**src/rtl/periph_bus_pkg.sv**
```systemverilog
// Shared definitions for the peripheral bus master: FSM states, default
// widths and the register map offsets of the attached peripheral block.
package periph_bus_pkg;

  typedef enum logic [1:0] {
    ST_IDLE,
    ST_ACCESS,
    ST_RESP
  } state_t;

  localparam int DEF_ADDR_W = 8;
  localparam int DEF_DATA_W = 32;

  localparam logic [7:0] REG_TIME      = 8'h00;
  localparam logic [7:0] REG_PRESCALER = 8'h04;
  localparam logic [7:0] REG_IENABLE   = 8'h08;
  localparam logic [7:0] REG_IPENDING  = 8'h0C;
  localparam logic [7:0] REG_TIMECMP0  = 8'h10;

endpackage

```
**src/rtl/periph_bus_master.sv**
```systemverilog
// Single-outstanding peripheral bus master. A host request is latched in
// IDLE, driven onto the peripheral bus for the whole ACCESS phase until the
// responder signals ready (or the wait budget expires), and reported back as
// a one-cycle response strobe in RESP.
module periph_bus_master
  import periph_bus_pkg::*;
#(
  parameter int ADDR_W  = DEF_ADDR_W,
  parameter int DATA_W  = DEF_DATA_W,
  parameter int TIMEOUT = 16
) (
  input  logic              clk,
  input  logic              rst,
  input  logic              req_valid,
  output logic              req_ready,
  input  logic              req_we,
  input  logic [ADDR_W-1:0] req_addr,
  input  logic [DATA_W-1:0] req_wdata,
  output logic              rsp_valid,
  output logic [DATA_W-1:0] rsp_rdata,
  output logic              rsp_err,
  output logic              rsp_timeout,
  output logic              cs,
  output logic [ADDR_W-1:0] addr,
  output logic              rw,
  output logic [DATA_W-1:0] wdata,
  input  logic [DATA_W-1:0] rdata,
  input  logic              ready,
  input  logic              error
);

  // A zero TIMEOUT still needs a one-bit counter to keep widths legal.
  localparam int CNT_W = (TIMEOUT > 0) ? $clog2(TIMEOUT + 1) : 1;
  localparam logic [CNT_W-1:0] CNT_LAST = (TIMEOUT > 0) ? CNT_W'(TIMEOUT - 1) : '0;
  localparam logic [CNT_W-1:0] CNT_MAX  = '1;

  state_t              r_state;
  state_t              w_state_nxt;
  logic                r_we;
  logic [ADDR_W-1:0]   r_addr;
  logic [DATA_W-1:0]   r_wdata;
  logic [CNT_W-1:0]    r_cnt;
  logic [DATA_W-1:0]   r_rsp_rdata;
  logic                r_rsp_err;
  logic                r_rsp_timeout;
  logic                w_accept;
  logic                w_done;
  logic                w_timeout;

  // Next-state and bus/handshake outputs; ready wins over an expiring timeout.
  always_comb begin
    w_state_nxt = r_state;
    req_ready   = 1'b0;
    cs          = 1'b0;
    rw          = 1'b0;
    rsp_valid   = 1'b0;
    w_accept    = 1'b0;
    w_done      = 1'b0;
    w_timeout   = 1'b0;
    case (r_state)
      ST_IDLE: begin
        req_ready = 1'b1;
        if (req_valid) begin
          w_accept    = 1'b1;
          w_state_nxt = ST_ACCESS;
        end
      end
      ST_ACCESS: begin
        cs = 1'b1;
        rw = r_we;
        if (ready) begin
          w_done      = 1'b1;
          w_state_nxt = ST_RESP;
        end else if ((TIMEOUT > 0) && (r_cnt == CNT_LAST)) begin
          w_timeout   = 1'b1;
          w_state_nxt = ST_RESP;
        end
      end
      ST_RESP: begin
        rsp_valid   = 1'b1;
        w_state_nxt = ST_IDLE;
      end
      default: w_state_nxt = ST_IDLE;
    endcase
  end

  // State register.
  always_ff @(posedge clk) begin
    if (!rst) r_state <= ST_IDLE;
    else      r_state <= w_state_nxt;
  end

  // Request latch; these values stay on addr/wdata after the access ends.
  always_ff @(posedge clk) begin
    if (!rst) begin
      r_we    <= 1'b0;
      r_addr  <= '0;
      r_wdata <= '0;
    end else if (w_accept) begin
      r_we    <= req_we;
      r_addr  <= req_addr;
      r_wdata <= req_wdata;
    end
  end

  // Saturating wait-cycle counter, cleared on every new access.
  always_ff @(posedge clk) begin
    if (!rst) begin
      r_cnt <= '0;
    end else if (w_accept) begin
      r_cnt <= '0;
    end else if ((r_state == ST_ACCESS) && !ready && (r_cnt != CNT_MAX)) begin
      r_cnt <= r_cnt + 1'b1;
    end
  end

  // Response registers, held until the next completion or timeout.
  always_ff @(posedge clk) begin
    if (!rst) begin
      r_rsp_rdata   <= '0;
      r_rsp_err     <= 1'b0;
      r_rsp_timeout <= 1'b0;
    end else if (w_done) begin
      r_rsp_rdata   <= (r_we || error) ? '0 : rdata;
      r_rsp_err     <= error;
      r_rsp_timeout <= 1'b0;
    end else if (w_timeout) begin
      r_rsp_rdata   <= '0;
      r_rsp_err     <= 1'b1;
      r_rsp_timeout <= 1'b1;
    end
  end

  assign addr        = r_addr;
  assign wdata       = r_wdata;
  assign rsp_rdata   = r_rsp_rdata;
  assign rsp_err     = r_rsp_err;
  assign rsp_timeout = r_rsp_timeout;

endmodule

```
**config.mk**
```make
export PLATFORM = sky130hd
export DESIGN_NAME = periph_bus_master
export DESIGN_NICKNAME = d
export VERILOG_FILES = /design/src/rtl/periph_bus_pkg.sv /design/src/rtl/periph_bus_master.sv
export SDC_FILE = /design/constraint.sdc
export NUM_CORES = 1
export LEC_CHECK = 0
export ABC_AREA = 1
export CAP_MARGIN = 25
export CORE_ASPECT_RATIO = 1.25
export CORE_MARGIN = 2
export CORE_UTILIZATION = 41
export CTS_BUF_LIST = sky130_fd_sc_hd__clkbuf_8
export DETAILED_ROUTE_END_ITERATION = 16
export MAX_ROUTING_LAYER = met4
export PLACE_DENSITY = 0.82
export SLEW_MARGIN = 40
export SYNTH_ARGS = -nofsm -noshare
export SYNTH_HDL_FRONTEND = slang
export SYNTH_SLANG_ARGS = --single-unit
```
**constraint.sdc**
```tcl
create_clock -name clk -period 1.7 [get_ports clk]
set_input_delay 0.17 -clock clk [delete_from_list [all_inputs] [get_ports clk]]
set_output_delay 0.17 -clock clk [all_outputs]
set_load 0.02 [all_outputs]
```
Word-level counts from Yosys, hierarchy flattened --
Index checks and enable logic that the tools add are counted.
Operators by class: $add $sub $neg 1, equal/unequal tests 6, multiplexer cells 20, bitwise logic cells 1, reductions and logical operators 9
Operators by type and width (number):
- $mux W32 | 3
- $mux W1 | 13
- $mux W2 | 3
- $add A5 B1 Y5 const B | 1
- $eq A5 B4 Y1 const B | 1
- $ne A5 B5 Y1 const B | 1
- $pmux W2 S2 | 1
- $reduce_or A2 Y1 | 2
- $ne A3 B3 Y1 const B | 1
- $eq A2 B1 Y1 const B | 1
- $eq A2 B2 Y1 const B | 1
- $logic_and A1 B1 Y1 | 2
- $logic_not A2 Y1 | 1
- $ne A2 B2 Y1 const B | 1
- $reduce_and A2 Y1 | 1
- $reduce_bool A2 Y1 | 1
- $logic_not A1 Y1 | 1
- $logic_or A1 B1 Y1 | 1
- $not A1 Y1 | 1
Word-level totals: bits in registers 82, bits of input ports 78, output and inout port bits 78, logic and storage cells 45

Logic depth before layout (Yosys ltp) --
depth in word-level cells 6, depth in mapped cells 8, mapped depth without buffers 8

Worst setup path after synthesis --
Ideal clock, no wire load.
path kind register -> register, start register r_cnt[0], end register r_rsp_rdata[23] (netlist: rsp_rdata[23]), library setup time 0.070 ns, arrival 1.427 ns, data required time 1.630 ns, slack 0.203 ns, cell stages (with the launch flop) 9, path buffers 1, clock period less this slack 1.497 ns, path through dfxtp_1 > ha_1 > nand2_1 > nor2_1 > ha_1 > o21ai_4 > buf_6 > nand2_1 > a21oi_1
On the way: word-level cells in the longest chain between the ends 5
Ends and longest elaborated chain:
- from (decl) | RTL line periph_bus_master.sv:42 | logic [CNT_W-1:0] r_cnt;
- from (signal assigned) | RTL line periph_bus_master.sv:113 | r_cnt <= r_cnt + 1'b1;
- $eq A5 B4 Y1 | RTL line periph_bus_master.sv:74 | end else if ((TIMEOUT > 0) && (r_cnt == CNT_LAST)) begin
- $mux W1 | RTL line periph_bus_master.sv:74
- $mux W1 | RTL line periph_bus_master.sv:71 | if (ready) begin
- $mux W1 | RTL line periph_bus_master.sv:60 | case (r_state)
- $reduce_bool A2 Y1 (no source line)
- to (signal assigned) | RTL line periph_bus_master.sv:124 | r_rsp_rdata <= (r_we || error) ? '0 : rdata;
- to (decl) | RTL line periph_bus_master.sv:43 | logic [DATA_W-1:0] r_rsp_rdata;
Every way passes these cells. A chain may end at the register's enable or synchronous reset.

Worst setup path after layout --
start register r_cnt[0], end register r_rsp_rdata[17] (netlist: rsp_rdata[17])
Same word-level chain as after synthesis.

==> summary.txt <==
Global route
  – GRT Util Overall: 20.7%
  – Vias in the first global route: 2917
  – Global-route wire length before repair: 13.0 mm
  – GR Overflow Total: 0
  – Initial antenna violation count: 0
  – Largest net degree at the start of global routing: 43

Yosys
  – Simple-gate share of the synthesized area: 24.4%
  – Synth cell types: 23
  – Post-synthesis register bit count: 82
  – Synth Area in Compound Gates: 13.7%
  – Post-synthesis xor/xnor area fraction: 0.284%
  – Synthesized Nets: 466
  – Syn_area_per_cell: 8.01 µm²
  – Adder-Cell Fraction of Synth Area: 1.22%
  – Post-synthesis cell count: 385
  – Register area share after synthesis: 53.2%
  – Mux share of post-synthesis cell area: 0%
  – Netlist area before placement: 3090 µm²
  – Ys Warns: 0
  – Largest family of logic cells by synthesized area: simple AND/OR/NAND/NOR gates

Power and ir drop
  – Switching power of the nets: 1130 µW
  – Pwr per Cell Area: 886 nW/µm²
  – Comb power frac: 19.7%
  – Worst VDD drop: 0.655 mV
  – LEAKAGE: 0.00183 µW
  – Sequential share of power: 48.0%
  – Sw Share: 26.0%
  – Clock power share: 32.3%
  – Internal Power: 3210 µW

Placement
  – Post-DP HPWL: 6.15 mm
  – Port bufs: 155
  – Post-Place Setup Slack: 0.0821 ns
  – Placer Congestion: 0.786
  – Placed Area: 4690 µm²

Die
  – Std-Cell Rows: 35
  – Die ar.: 8240 µm²
  – Die width: 81.6 µm
  – Die height: 101 µm
  – Initial core utilization: 41.9%
  – I/O pin cnt: 156
  – Core Footprint: 7360 µm²

Worst hold path
  – Worst hold path class: in2reg
  – WHS Path Cells: 3
  – Hold EP: rsp_rdata[15]
  – Hold Path Origin: rdata[15]

Detailed routing
  – Top Metal Used: met4
  – DR iter-0 viols: 148
  – 1st-pass router iterations: 4
  – DR WL met3: 636 µm
  – Via density per instance: 4.83
  – Met1 Wirelength: 3.28 mm
  – Post-route ant nets: 0
  – Met2 wire length: 4.07 mm
  – DRC viols: 0
  – Drt wl/cell: 13.0 µm
  – Post-Route WL: 8.25 mm
  – Detailed-route via count: 3062

Cells and area
  – # fillers: 606
  – Most common cell after layout, fill and taps aside: clkdlybuf4s50_1
  – Layout cells sized above 1: 7.56%
  – Antenna diode count: 0
  – NumNets Final: 618
  – Most frequent cells in the layout: 151 x clkdlybuf4s50_1, 91 x nor2_1, 81 x dfxtp_1
  – Post-layout utilization of the core: 66.6%
  – Synthesis-to-finish area growth: 58.9%
  – Post-route design area: 4900 µm²

STA
  – Fin Setup TNS: 0 ns
  – Skew final: 0.0102 ns
  – Final Hold Viols: 0
  – Worst setup margin: 0.122 ns
  – Peak Freq: 0.634 GHz
  – Final cycle utilization of the critical path: 92.8%
  – Max-slew violations: 0
  – Slew @ Worst Pin: 0.357 ns
  – Fin crit period: 1.58 ns
  – Worst hold margin: 0.410 ns
  – Endpoints failing setup: 0
  – Relative slew slack: 76.2%
  – RSZ-0062 raised after global routing: yes

Clocking
  – Clock sink count: 82
  – Clk Latency, worst-skew pair: 0.34 ns
  – TritonCTS clock tree: built
  – H-tree depth: 3
  – CTS Buffer Depth: 2
  – Postcts setup bufs: 0
  – Total CTS buffers: 9
  – Root Buffer: clkbuf_8
  – Clk slew on worst S/H paths: 0.08 ns
  – CTS hold repair buffers: 0

Setup path
  – Crit path top cell by count: nand2_1
  – FF-to-FF setup slack: 0.12 ns
  – Data required, critical path: 1.97 ns
  – Setup crit end kind: flop
  – Crit Path Max Fanout: 13
  – Crit path kind: reg2reg
  – FF-to-FF path depth: 8
  – Critical-path top delay cell: dfxtp_2
  – Critical Path AT: 1.84 ns
  – Critical path cell sequence: ha_1 > nand2_1 > nor2_2 > ha_2 > o21ai_4 > buf_4 > nand2_1 > a21oi_1
  – Worst reg2reg path startpoint: r_cnt[0]
  – Critical Path Start Type: flop
  – Critical Path Max Stage Delay: 0.35 ns
  – Crit Reg-Reg Endpoint: rsp_rdata[17]

Job
  – Maxcap violations: 0

Run status
  – Status: finished clean
-- sequential cells by signal, indices dropped and copies added, names as in the netlist --
signal,cells
r_cnt,5
addr,8
rsp_err,1
wdata,32
rsp_rdata,32
r_we,1
rsp_timeout,1
r_state,2
-- routing by layer --
metal | track usage (%) | up-vias
met5 | - | -
met4 | 10.3 | 0
met3 | 4.03 | 24
met2 | 34.7 | 132
met1 | 23.2 | 1352
li1 | - | 1554
-- layout make-up --
class | count | area, µm² | share of cell area, %
repair buffers | 165 | 1660 | 33.9
well taps | 92 | 115 | 2.35
flip-flops and latches | 82 | 1640 | 33.5
inverters | 12 | 47.5 | 0.970
multi-input cells | 267 | 1230 | 25.1
clock inverters | 5 | 53.8 | 1.10
clock buffers | 11 | 151 | 3.09
-- repair_timing --
action,in CTS,in global routing
pin swaps,0,1
gates resized for setup,3,4
setup endpoints to repair,3,35
-- cell usage after synthesis --
library cell | number | share of area [%]
nor2_1 | 93 | 11
dfxtp_1 | 82 | 53
nand2_1 | 45 | 5.5
o21ai_0 | 38 | 6.2
a21oi_1 | 37 | 6.0
nand3_1 | 35 | 5.7
buf_6 | 10 | 3.6
inv_1 | 8 | 0.97
buf_2 | 6 | 0.97
clkbuf_1 | 6 | 0.73
o21ai_1 | 5 | 0.81
ha_1 | 3 | 1.2
inv_2 | 3 | 0.36
nor2_2 | 3 | 0.61
nand2_2 | 2 | 0.41
nor2_4 | 2 | 0.73
a31oi_1 | 1 | 0.20
buf_1 | 1 | 0.12
clkbuf_2 | 1 | 0.16
inv_4 | 1 | 0.20
nand4_1 | 1 | 0.20
o21ai_4 | 1 | 0.53
xor2_1 | 1 | 0.28
-- stage by stage --
step                std cells  total power [µW]
floorplan                 385              2540
global placement          618              2970
detailed placement        618              2990
CTS                       634              4400
global route              634              4550
finish                    634              4340
-- logic make-up (layout without fill, tap and decap cells) --
kind of cell	count (synthesis)	count (layout)
and+or+nand+nor	181	181
AOI/OAI and AO/OA	82	82
DFF	82	82
buffers and inverters	36	193
adders and majority gates	3	3
xor gates and xnor gates	1	1
-- power by group through the flow --
stage,combinational (µW),clock [µW],sequential [µW]
6_report,856,1400,2090
5_1_grt,923,1530,2100
4_1_cts,863,1450,2090
3_5_place_dp,860,0,2130
3_3_place_gp,848,0,2130
2_1_floorplan,290,0,2250
-- critical path: cells and delay by family, from the launching register on --
family                   cells  cell delay (ns)
adder cells (fa/ha/maj)      2             0.42
buffers and inverters        1             0.21
AO/OA/AOI/OAI                2             0.32
flip-flops                   1             0.35
AND/OR/NAND/NOR              3             0.21
-- worst max path at each step --
stage	slack [ns]	endpoint	startpoint
global placement	0.18	rsp_rdata[0]	r_cnt[0]
floorplan	0.20	rsp_rdata[23]	r_cnt[0]
finish	0.12	rsp_rdata[17]	r_cnt[0]
detailed placement	0.08	rsp_rdata[17]	r_cnt[0]
global route	-0.0004	rsp_rdata[8]	r_cnt[0]
CTS	0.03	req_ready	r_state[1]
(Power assumes the default switching activity.)
